**config.mk**
```make
export PLATFORM = sky130hd
export DESIGN_NAME = alu_issue_ctrl
export DESIGN_NICKNAME = d
export VERILOG_FILES = /design/src/rtl/alu_issue_ctrl.sv
export SDC_FILE = /design/constraint.sdc
export NUM_CORES = 1
export LEC_CHECK = 0
export CELL_PAD_IN_SITES_DETAIL_PLACEMENT = 1
export CELL_PAD_IN_SITES_GLOBAL_PLACEMENT = 1
export CORE_AREA = 2 2 422 424
export DETAILED_ROUTE_END_ITERATION = 12
export DIE_AREA = 0 0 424 426
export HOLD_SLACK_MARGIN = 0.05
export PLACE_DENSITY_LB_ADDON = 0.1
export SETUP_SLACK_MARGIN = 0.4
export SLEW_MARGIN = 20
export SYNTH_ARGS = -nofsm -noshare
export SYNTH_HDL_FRONTEND = slang
export SYNTH_SLANG_ARGS = --single-unit
```
**constraint.sdc**
```tcl
create_clock -name clk -period 2.5 [get_ports clk]
set_clock_uncertainty 0.05 [all_clocks]
set_input_delay 0.5 -clock clk [delete_from_list [all_inputs] [get_ports clk]]
set_output_delay 0.5 -clock clk [all_outputs]
set_load 0.1 [all_outputs]
```
**src/rtl/alu_issue_ctrl.sv**
```systemverilog
// Two-requester issue controller that time-shares one ALU: round-robin accept,
// one or two ALU passes (128-bit ops chain the carry), watchdog, held response.
module alu_issue_ctrl #(
    parameter int LEN_DATA     = 64,
    parameter int LEN_TYPE_ALU = 6,
    parameter int LEN_TAG      = 4,
    parameter int TIMEOUT      = 15
) (
    input  logic                    clk,
    input  logic                    rst,
    input  logic                    req0_valid,
    output logic                    req0_ready,
    input  logic [LEN_TYPE_ALU-1:0] req0_code,
    input  logic [LEN_DATA-1:0]     req0_a,
    input  logic [LEN_DATA-1:0]     req0_b,
    input  logic [LEN_DATA-1:0]     req0_ah,
    input  logic [LEN_DATA-1:0]     req0_bh,
    input  logic [LEN_DATA-1:0]     req0_imm,
    input  logic                    req0_cin,
    input  logic                    req0_wide,
    input  logic [LEN_TAG-1:0]      req0_tag,
    input  logic                    req1_valid,
    output logic                    req1_ready,
    input  logic [LEN_TYPE_ALU-1:0] req1_code,
    input  logic [LEN_DATA-1:0]     req1_a,
    input  logic [LEN_DATA-1:0]     req1_b,
    input  logic [LEN_DATA-1:0]     req1_ah,
    input  logic [LEN_DATA-1:0]     req1_bh,
    input  logic [LEN_DATA-1:0]     req1_imm,
    input  logic                    req1_cin,
    input  logic                    req1_wide,
    input  logic [LEN_TAG-1:0]      req1_tag,
    output logic                    alu_en,
    output logic [LEN_TYPE_ALU-1:0] alu_code,
    output logic [LEN_DATA-1:0]     alu_a,
    output logic [LEN_DATA-1:0]     alu_b,
    output logic [LEN_DATA-1:0]     alu_imm,
    output logic                    alu_cin,
    input  logic [LEN_DATA-1:0]     alu_result,
    input  logic                    alu_cout,
    input  logic                    alu_rdy,
    output logic                    rsp_valid,
    input  logic                    rsp_ready,
    output logic                    rsp_id,
    output logic [LEN_TAG-1:0]      rsp_tag,
    output logic [LEN_DATA-1:0]     rsp_result,
    output logic [LEN_DATA-1:0]     rsp_ex_result,
    output logic                    rsp_cout,
    output logic                    rsp_err
);
    localparam int CW = $clog2(TIMEOUT + 1);
    localparam logic [CW-1:0] LAST_WAIT = CW'(TIMEOUT - 1);

    typedef enum logic [2:0] {IDLE, ISSUE_L, WAIT_L, ISSUE_H, WAIT_H, RESP} state_t;

    state_t                  state_q, state_d;
    logic                    ptr_q, ptr_d, id_q, id_d, cin_q, cin_d, wide_q, wide_d;
    logic                    cout_q, cout_d, err_q, err_d;
    logic [LEN_TAG-1:0]      tag_q, tag_d;
    logic [LEN_TYPE_ALU-1:0] code_q, code_d;
    logic [LEN_DATA-1:0]     a_q, a_d, b_q, b_d, ah_q, ah_d, bh_q, bh_d, imm_q, imm_d;
    logic [LEN_DATA-1:0]     res_lo_q, res_lo_d, res_hi_q, res_hi_d;
    logic [CW-1:0]           cnt_q, cnt_d;
    logic                    grant0, grant1;

    always_comb begin
        state_d  = state_q;
        ptr_d    = ptr_q;
        id_d     = id_q;
        cin_d    = cin_q;
        wide_d   = wide_q;
        cout_d   = cout_q;
        err_d    = err_q;
        tag_d    = tag_q;
        code_d   = code_q;
        a_d      = a_q;
        b_d      = b_q;
        ah_d     = ah_q;
        bh_d     = bh_q;
        imm_d    = imm_q;
        res_lo_d = res_lo_q;
        res_hi_d = res_hi_q;
        cnt_d    = cnt_q;

        req0_ready    = 1'b0;
        req1_ready    = 1'b0;
        alu_en        = 1'b0;
        alu_code      = '0;
        alu_a         = '0;
        alu_b         = '0;
        alu_imm       = '0;
        alu_cin       = 1'b0;
        rsp_valid     = 1'b0;
        rsp_id        = 1'b0;
        rsp_tag       = '0;
        rsp_result    = '0;
        rsp_ex_result = '0;
        rsp_cout      = 1'b0;
        rsp_err       = 1'b0;

        // The pointer only matters, and only moves, when both sides contend.
        grant0 = req0_valid && (!req1_valid || !ptr_q);
        grant1 = req1_valid && (!req0_valid || ptr_q);

        case (state_q)
            IDLE: begin
                req0_ready = grant0;
                req1_ready = grant1;
                if (grant0 || grant1) begin
                    id_d     = grant1;
                    ptr_d    = (req0_valid && req1_valid) ? ~ptr_q : ptr_q;
                    code_d   = grant1 ? req1_code : req0_code;
                    a_d      = grant1 ? req1_a    : req0_a;
                    b_d      = grant1 ? req1_b    : req0_b;
                    ah_d     = grant1 ? req1_ah   : req0_ah;
                    bh_d     = grant1 ? req1_bh   : req0_bh;
                    imm_d    = grant1 ? req1_imm  : req0_imm;
                    cin_d    = grant1 ? req1_cin  : req0_cin;
                    wide_d   = grant1 ? req1_wide : req0_wide;
                    tag_d    = grant1 ? req1_tag  : req0_tag;
                    res_lo_d = '0;
                    res_hi_d = '0;
                    cout_d   = 1'b0;
                    err_d    = 1'b0;
                    state_d  = ISSUE_L;
                end
            end
            ISSUE_L, ISSUE_H: begin
                alu_en  = 1'b1;
                cnt_d   = '0;
                state_d = (state_q == ISSUE_L) ? WAIT_L : WAIT_H;
            end
            WAIT_L, WAIT_H: begin
                if (alu_rdy) begin
                    cout_d = alu_cout;
                    if (state_q == WAIT_L) begin
                        res_lo_d = alu_result;
                        state_d  = wide_q ? ISSUE_H : RESP;
                    end else begin
                        res_hi_d = alu_result;
                        state_d  = RESP;
                    end
                end else if (cnt_q == LAST_WAIT) begin
                    res_lo_d = '0;
                    res_hi_d = '0;
                    cout_d   = 1'b0;
                    err_d    = 1'b1;
                    state_d  = RESP;
                end else begin
                    cnt_d = cnt_q + 1'b1;
                end
            end
            RESP: begin
                rsp_valid     = 1'b1;
                rsp_id        = id_q;
                rsp_tag       = tag_q;
                rsp_result    = res_lo_q;
                rsp_ex_result = res_hi_q;
                rsp_cout      = cout_q;
                rsp_err       = err_q;
                if (rsp_ready) begin
                    state_d = IDLE;
                end
            end
            default: state_d = IDLE;
        endcase

        // Operands stay on the ALU bus for the whole pass; the high pass takes the low carry.
        if (state_q == ISSUE_L || state_q == WAIT_L) begin
            alu_code = code_q;
            alu_a    = a_q;
            alu_b    = b_q;
            alu_imm  = imm_q;
            alu_cin  = cin_q;
        end else if (state_q == ISSUE_H || state_q == WAIT_H) begin
            alu_code = code_q;
            alu_a    = ah_q;
            alu_b    = bh_q;
            alu_imm  = imm_q;
            alu_cin  = cout_q;
        end
    end

    always_ff @(posedge clk) begin
        if (rst) begin
            state_q  <= IDLE;
            ptr_q    <= 1'b0;
            id_q     <= 1'b0;
            cin_q    <= 1'b0;
            wide_q   <= 1'b0;
            cout_q   <= 1'b0;
            err_q    <= 1'b0;
            tag_q    <= '0;
            code_q   <= '0;
            a_q      <= '0;
            b_q      <= '0;
            ah_q     <= '0;
            bh_q     <= '0;
            imm_q    <= '0;
            res_lo_q <= '0;
            res_hi_q <= '0;
            cnt_q    <= '0;
        end else begin
            state_q  <= state_d;
            ptr_q    <= ptr_d;
            id_q     <= id_d;
            cin_q    <= cin_d;
            wide_q   <= wide_d;
            cout_q   <= cout_d;
            err_q    <= err_d;
            tag_q    <= tag_d;
            code_q   <= code_d;
            a_q      <= a_d;
            b_q      <= b_d;
            ah_q     <= ah_d;
            bh_q     <= bh_d;
            imm_q    <= imm_d;
            res_lo_q <= res_lo_d;
            res_hi_q <= res_hi_d;
            cnt_q    <= cnt_d;
        end
    end
endmodule
```
# Word-level counts from Yosys, hierarchy flattened
# Index checks and enable logic that the tools add are counted.
# Widths: inputs -> output; s select.
[word_totals] regBits=471 in_bits=735 out_inout_bits=338 wordCells=112
[classes] addsub=1 n_eq_ne=14 mux=55 bitwise_logic=1 reduce_logical=24
[op_table] cell="$mux 64" n=19
[op_table] cell="$pmux 64 s2" n=2
[op_table] cell="$mux 3" n=7
[op_table] cell="$mux 6" n=3
[op_table] cell="$mux 1" n=16
[op_table] cell="$mux 4" n=4
[op_table] cell="$pmux 3 s4" n=1
[op_table] cell="$reduce_and 3->1" n=4
[op_table] cell="$reduce_and 4->1" n=3
[op_table] cell="$ne 2x2->1 const B" n=5
[op_table] cell="$ne 3x3->1 const B" n=3
[op_table] cell="$pmux 4 s2" n=1
[op_table] cell="$eq 3x2->1 const B" n=2
[op_table] cell="$eq 3x3->1 const B" n=2
[op_table] cell="$logic_or 1x1->1" n=5
[op_table] cell="$add 4x1->4 const B" n=1
[op_table] cell="$eq 4x4->1 const B" n=1
[op_table] cell="$pmux 1 s2" n=2
[op_table] cell="$reduce_bool 2->1" n=2
[op_table] cell="$reduce_or 2->1" n=2
[op_table] cell="$eq 3x1->1 const B" n=1
[op_table] cell="$logic_and 1x1->1" n=3
[op_table] cell="$logic_not 1->1" n=3
[op_table] cell="$logic_not 3->1" n=1
[op_table] cell="2 further kinds" n=2

# Depth between registers and ports, before layout
# Gate-level depths: netlist of the first run.
[depth] ltp_word=6 mapped_depth=8 ltp_nobuf=6

# Worst setup path before layout of the first run
# Ideal clock, no wire load.
[synth_path] path_type="register to output" start="register state_q[0]" end="output port alu_code[0]" t_arrival_ns=2.320 required_time_ns=1.950 slack_ns=-0.370 stages_incl_launch_ff=8 n_path_buf=3 cell_sequence="dfxtp_1 buf_2 or3b_2 o21ai_1 or2_2 clkbuf_1 clkbuf_1 and2_1"
[synth_between] elab_chain_cells=4 elab_cells_between_ends=8 classes_between="eq/ne: 4; mux: 2; reduce/logical: 2"
[synth_rtl] element="from (decl)" line_no="56" text="state_t state_q, state_d;"
[synth_rtl] element="from (signal assigned)" line_no="204" text="state_q <= state_d;"
[synth_rtl] element="$eq 3x2->1 / $eq 3x3->1 (equally long branches)" line_no="175" text="end else if (state_q == ISSUE_H || state_q == WAIT_H) begin"
[synth_rtl] element="$logic_or 1x1->1" line_no="175"
[synth_rtl] element="$mux 6" line_no="175"
[synth_rtl] element="$mux 6 *" line_no="169" text="if (state_q == ISSUE_L || state_q == WAIT_L) begin"
[synth_rtl] element="to (decl)" line_no="34" text="output logic [LEN_TYPE_ALU-1:0] alu_code,"
# Every way passes the cells marked *; elsewhere a longest branch is shown, timed or not.

# Final worst setup path of the first run
[layout_path] start="register state_q[1]" end="output port alu_imm[27]"
[layout_between] elab_chain_cells=4 elab_cells_between_ends=8 classes_between="eq/ne: 4; mux: 2; reduce/logical: 2"
[layout_rtl] element="$eq 3x2->1 / $eq 3x3->1 (equally long branches)" line_no="175"
[layout_rtl] element="$logic_or 1x1->1" line_no="175"
[layout_rtl] element="$mux 64" line_no="175"
[layout_rtl] element="$mux 64 *" line_no="169"
[layout_rtl] element="to (decl)" line_no="37" text="output logic [LEN_DATA-1:0] alu_imm,"
# Marks and branches as above.

==> results.toml, run 1 <==
[outcome]
outcome = "finished, violations left"
violations = "negative setup slack"

[timing]
rsz0062_at_grt = "yes"
tns_ps = -148440
setup_violations = 338
period_needed_ps = 3090
hold_viol = 0
finalMaxSlewViolations = 0
maxSlewHeadroom_pct = 30.8
whs_ps = 339
period_share_pct = 123
fmax_ghz = 0.324
tightestPinTransition_ps = 1040
fin_ws_ps = -587

[clock_tree]
numCtsBuffers = 74
cts_max_path_buffers = 3
cts-root-buf = "clkbuf_16"
htree_levels = 3
clkTransAtPathRegs_ps = 60
cts.sinks = 471
cts_tree = "built"
clock_latency_ps = 670

[hold_path]
worst_hold_startpoint = "req0_imm[51]"
whs_path_depth = 3
hold_class = "in2reg"
whs_endpoint = "imm_q[51]"

[floorplanning]
start_util_pct = 12.6
die-width_um = 424
num_rows = 154
io_pins = 1073
dieArea_um2 = 181000
core_area_um2 = 176000
die_h_um = 426

[final_layout]
design_area_um2 = 45700
final_nets = 4631
syn2layout_area_growth_pct = 106
finalCoreUtilization_pct = 26.0
drive_gt1_share_pct = 25.3
fin_cells = 6306
num-fill-cells = 20000

[pwr]
p_leak_nw = 17.9
total_power_mw = 42.9
p_clk_share_pct = 26.5
pwr-share-seq_pct = 23.9
pwr-share-comb_pct = 49.6
swShare_pct = 42.2
p_sw_mw = 18.1
ir_drop_mv = 0.421
internal_power_mw = 24.8
powerDensity_nw_per_um2 = 938

[worst_setup_path]
reg2reg_slack_ps = 340
reg2reg_from = "state_q[0]"
cp.arrival_ps = 2540
cp-start-kind = "flip-flop"
worstSetupPathType = "reg2out"
critPathMaxFanout = 6
reg2reg_depth = 6
reg2reg_to = "ah_q[0]"
cp-end-kind = "output port"
required_ps = 1950

[drt]
drcViolationCount = 0
wirelength_um = 157000
vias = 25300
routedWlPerCell_um = 24.9
ant_nets = 0
drtIter0Drc = 968
viasPerCell = 4.01
drtPass1Iterations = 5

[synth]
synth_edf_count = 0
ys_warn_count = 0
synthAdderAreaFrac_pct = 0.113
ys_ff_latch = 471
synth_flop_cell = "dfxtp_1"
postSynthCellCount = 2826
yosys.area.top_type = "dfxtp_1"
synth_cell_type_count = 44
synth_nets = 3563
synth_top_family_by_area = "simple AND/OR/NAND/NOR gates"
synth_area_per_cell_um2 = 7.86
synth_simple_gate_area_share_pct = 27.1
synth-xor-area-share_pct = 0.0789
ys_seq_area_share_pct = 42.5
synthTopCellsByArea = "dfxtp_1 (42%), nand2_1 (15%), a311oi_1 (13%), mux2i_1 (5.8%), nor2_1 (5.7%)"
synthArstFlopShare_pct = 0
synth_area_um2 = 22200
synth_top_area_share_pct = 42.5
synthMuxAreaShare_pct = 5.77
synth_compound_area_share_pct = 19.0

[global_route]
met1_usage_pct = 19.6
grt_pass1_vias = 26800
use_met2_pct = 30.3
grt_use_total_pct = 16.7
antenna_found_initial = 55
grt_pass1_wl_um = 216000
grt_overflow = 0
grt-busiest-layer = "met2"
grtUsageMet3_pct = 4.36
grt_max_degree = 146

[placed_design]
place_ws_ps = -194
placed_area_um2 = 42100
gp_congestion = 0.799
io_buffers = 1072
dp_hpwl_um = 118000
dp_cells = 6115

[flow_run]
drv_cap = 0
==> synth_stat cells, types with 2 or more instances <==
master    instances
buf_4            12
and3_1          135
nand3_1           8
nor3_1            6
a21oi_1           4
mux2i_1         128
nand2_1         864
nor2_1          336
o21ai_1           2
nand3b_1          2
inv_1             6
nand4_1           2
a22oi_1           3
xnor2_1           2
clkbuf_1        217
a22o_1          129
nor2b_1           3
and2_1           72
o21bai_1          2
a311oi_1        332
a31oi_1           5
buf_1            19
ha_1              2
buf_2            41
nand2b_1          5
dfxtp_1         471
==> power groups by stage <==
stage | logic, mW | clock network, mW | registers (mW)
final | 21.3 | 11.4 | 10.3
after global routing | 22.5 | 12.1 | 10.5
after CTS | 21.6 | 11.9 | 10.3
after detailed placement | 20.2 | 0 | 10.5
after global placement | 20.1 | 0 | 10.4
after floorplan | 12.0 | 0 | 9.93
==> critical path: stages (launching register included) <==
cell and delay (ps):
dfxtp_4 350, or3b_4 410, o21ai_4 90, buf_8 150, or2_4 180, buf_12 120
buf_12 110, clkbuf_16 140, and2_4 140, buf_12 160
==> sequential cells by signal, indices dropped and copies added (netlist names) <==
| name | flops |
|---|---|
| a_q | 64 |
| ah_q | 64 |
| b_q | 64 |
| bh_q | 64 |
| imm_q | 64 |
| res_hi_q | 64 |
| res_lo_q | 64 |
| code_q | 6 |
| cnt_q | 4 |
| tag_q | 4 |
| state_q | 3 |
| cin_q | 1 |
| cout_q | 1 |
| err_q | 1 |
| id_q | 1 |
| ptr_q | 1 |
| wide_q | 1 |
==> cell usage in the layout (no fill, tap or decap), drive strengths merged, types with 7 or more instances in the layout <==
cell type / n
clkinv: 12
clkdlybuf4s50: 733
a22o: 129
nor3: 7
mux2i: 128
nand2: 864
and2: 72
a311oi: 332
clkbuf: 113
nand3: 8
buf: 539
diode: 14
inv: 11
dfxtp: 471
nor2: 336
and3: 135
==> how the worst max path moves through the flow <==
stage,from,end,slack (ps),cells after the start
3_3_place_gp,req1_valid,a_q[34],-180,7
4_1_cts,state_q[1],alu_imm[2],-680,9
5_1_grt,state_q[1],alu_imm[14],-720,9
6_report,state_q[1],alu_imm[27],-590,9
2_1_floorplan,state_q[0],rsp_result[54],40,5
3_5_place_dp,req1_valid,ah_q[0],-190,7
==> layout make-up <==
type | count | area [µm²] | area share [%]
timing repair buffer | 1281 | 17300 | 37.9
clock buffer | 111 | 2240 | 4.90
tap | 2340 | 2930 | 6.40
sequential | 471 | 9440 | 20.6
inverter | 7 | 28.8 | 0.0629
antenna | 14 | 35.0 | 0.0766
multi-input combinational | 2059 | 13400 | 29.3
clock inverter | 23 | 350 | 0.766
==> cells by family after synthesis <==
kind of cell             Yosys count
AO/OA/AOI/OAI                    487
XOR/XNOR                           2
adder cells (fa/ha/maj)            2
buffers and inverters            296
flip-flops                       471
multiplexers                     128
AND/OR/NAND/NOR                 1440
==> timing repair <==
item / in CTS / in global routing
setup endpoints to repair: 540 / 754
hold endpoints to repair: 6 / 0
setup buffers: 21 / 1
gates cloned: 18 / 2
hold buffers: 1 / 0
pin swaps: 18 / 4
resized for setup: 37 / 1
==> metal layers <==
layer | up-vias | routed length (µm)
met3 | 190 | 8420
met1 | 12400 | 64100
li1 | 12100 | -
met5 | - | 287
met2 | 614 | 81300
met4 | 46 | 2880
(Power assumes the default switching activity.)
==> run 2: changes to the inputs <==
Settings changed: CTS_CLUSTER_DIAMETER from default to 80.
==> run 2 against run 1 <==
Compared with the run above:
- the flow still finishes with violations (negative setup slack)
- non-clock buffer count grew 53
- critical path depth unchanged
- core utilization increased by 0.67 points
- via count up 1.2%
- critical path type unchanged
==> results.toml, run 2 (same netlist as run 1, synthesis figures left out) <==
[outcome]
outcome = "finished, violations left"
violations = "negative setup slack"

[clock_tree]
clock_latency_ps = 680
cts.sinks = 471
cts-root-buf = "clkbuf_16"
cts_max_path_buffers = 3
clkTransAtPathRegs_ps = 60
cts_tree = "built"
numCtsBuffers = 77
htree_levels = 3

[worst_setup_path]
worstSetupPathType = "reg2out"
critPathMaxFanout = 6
cp.arrival_ps = 2560
required_ps = 1950
cp-start-kind = "flip-flop"
cp-end-kind = "output port"

[hold_path]
hold_class = "in2reg"

[placed_design]
dp_hpwl_um = 118000
gp_congestion = 0.799
io_buffers = 1072
placed_area_um2 = 42100

[floorplanning]
start_util_pct = 12.6
die-width_um = 424
die_h_um = 426
dieArea_um2 = 181000
core_area_um2 = 176000
io_pins = 1073
num_rows = 154

[global_route]
grt_use_total_pct = 17.0
grt_overflow = 0
antenna_found_initial = 54
grt_max_degree = 146
grt_pass1_wl_um = 219000
grt_pass1_vias = 27100

[drt]
routedWlPerCell_um = 25.0
drcViolationCount = 0
drtIter0Drc = 1001
vias = 25600
drtPass1Iterations = 4
viasPerCell = 4.02
ant_nets = 0
wirelength_um = 159000

[timing]
period_needed_ps = 3110
rsz0062_at_grt = "yes"
maxSlewHeadroom_pct = 30.8
fmax_ghz = 0.322
fin_ws_ps = -608
setup_violations = 338
tightestPinTransition_ps = 1040
hold_viol = 0
finalMaxSlewViolations = 0
period_share_pct = 124

[pwr]
p_leak_nw = 18.4
powerDensity_nw_per_um2 = 932
ir_drop_mv = 0.562
total_power_mw = 43.7

[final_layout]
num-fill-cells = 19900
syn2layout_area_growth_pct = 111
final_cell_mix = "nand2_1 (864), clkdlybuf4s50_1 (733), dfxtp_1 (468), buf_12 (432), nor2_1 (336)"
drive_gt1_share_pct = 26.8
final_common_cell = "nand2_1"
final_nets = 4687
design_area_um2 = 46900

[flow_run]
drv_cap = 0
## run 2: cell count changes in the layout (fill, tap and decap cells not counted), sizes merged
| cell | delta |
|---|---|
| inv | +2 |
| diode | +1 |
| clkinv | +4 |
| bufbuf | +1 |
| bufinv | -3 |
| clkbuf | +4 |
| clkinvlp | +2 |
| buf | +50 |
## run 2: routing by layer
layer	GRT usage [%]	share of wire [%]	vias up	wire length, µm
met5	0	0.17	-	275
met4	4.28	1.8	44	2880
met3	4.09	5.1	194	8190
met2	30.8	52	609	82800
met1	19.8	41	12500	64900
li1	-	-	12200	-
## run 2: per-stage QoR
stage	hold slack, ps	setup WS, ps	cells	setup TNS, ps	util [%]
2_1_floorplan	379	41.7	2826	0	-
3_3_place_gp	389	-185	6115	-30490	24.0
3_5_place_dp	395	-194	6115	-33340	24.0
4_1_cts	252	-688	6342	-190270	26.6
5_1_grt	298	-718	6366	-201560	26.7
6_report	334	-608	6367	-157610	26.7
## run 2: cell type report
class / instances / area [µm²] / area share [%]
antenna: 15 / 37.5 / 0.0800
inverter: 7 / 28.8 / 0.0613
multi-input combinational: 2059 / 13500 / 28.7
sequential: 471 / 9440 / 20.1
clock inverter: 28 / 307 / 0.653
tap: 2340 / 2930 / 6.24
clock buffer: 113 / 2330 / 4.97
timing repair buffer: 1334 / 18400 / 39.2
## run 2: timing repair
item / in CTS / in global routing
hold buffers: 1 / 0
pin swaps: 39 / 7
resized for setup: 94 / 7
buffers inserted: 51 / 6
cloned: 34 / 4
endpoints found under the hold margin: 6 / 0
endpoints found under the setup margin: 577 / 759
## run 2: final timing paths
path | start | to | slack [ps] | depth (start not counted)
max | state_q[0] | alu_imm[27] | -610 | 9
min | req0_imm[51] | imm_q[51] | 330 | 3
max reg2reg | state_q[1] | res_hi_q[12] | 20 | 13
min reg2reg | res_lo_q[59] | res_lo_q[59] | 400 | 2
## run 2: worst max-delay path, stage by stage, from the launching register on
cell and delay (ps):
dfxtp_4 360, or3b_4 390, o21ai_4 90, buf_8 160
or2_4 180, buf_12 120, buf_12 110, clkbuf_16 140
and2_4 140, buf_12 160
## run 2: power by group
part           total, mW  leakage, nW  switching (mW)  internal [mW]
combinational       22.1         13.2            12.6           9.54
sequential          10.3         3.88            1.22           9.04
clock               11.3         1.30            4.53           6.81
total               43.7         18.4            18.4           25.4
==> run 3: changes to the inputs <==
Settings changed: CTS_CLUSTER_DIAMETER 80 to default, HOLD_SLACK_MARGIN 0.05 to default.
==> results of run 3 <==
No change in the layout: final DEF, timing and power equal those of run 1.
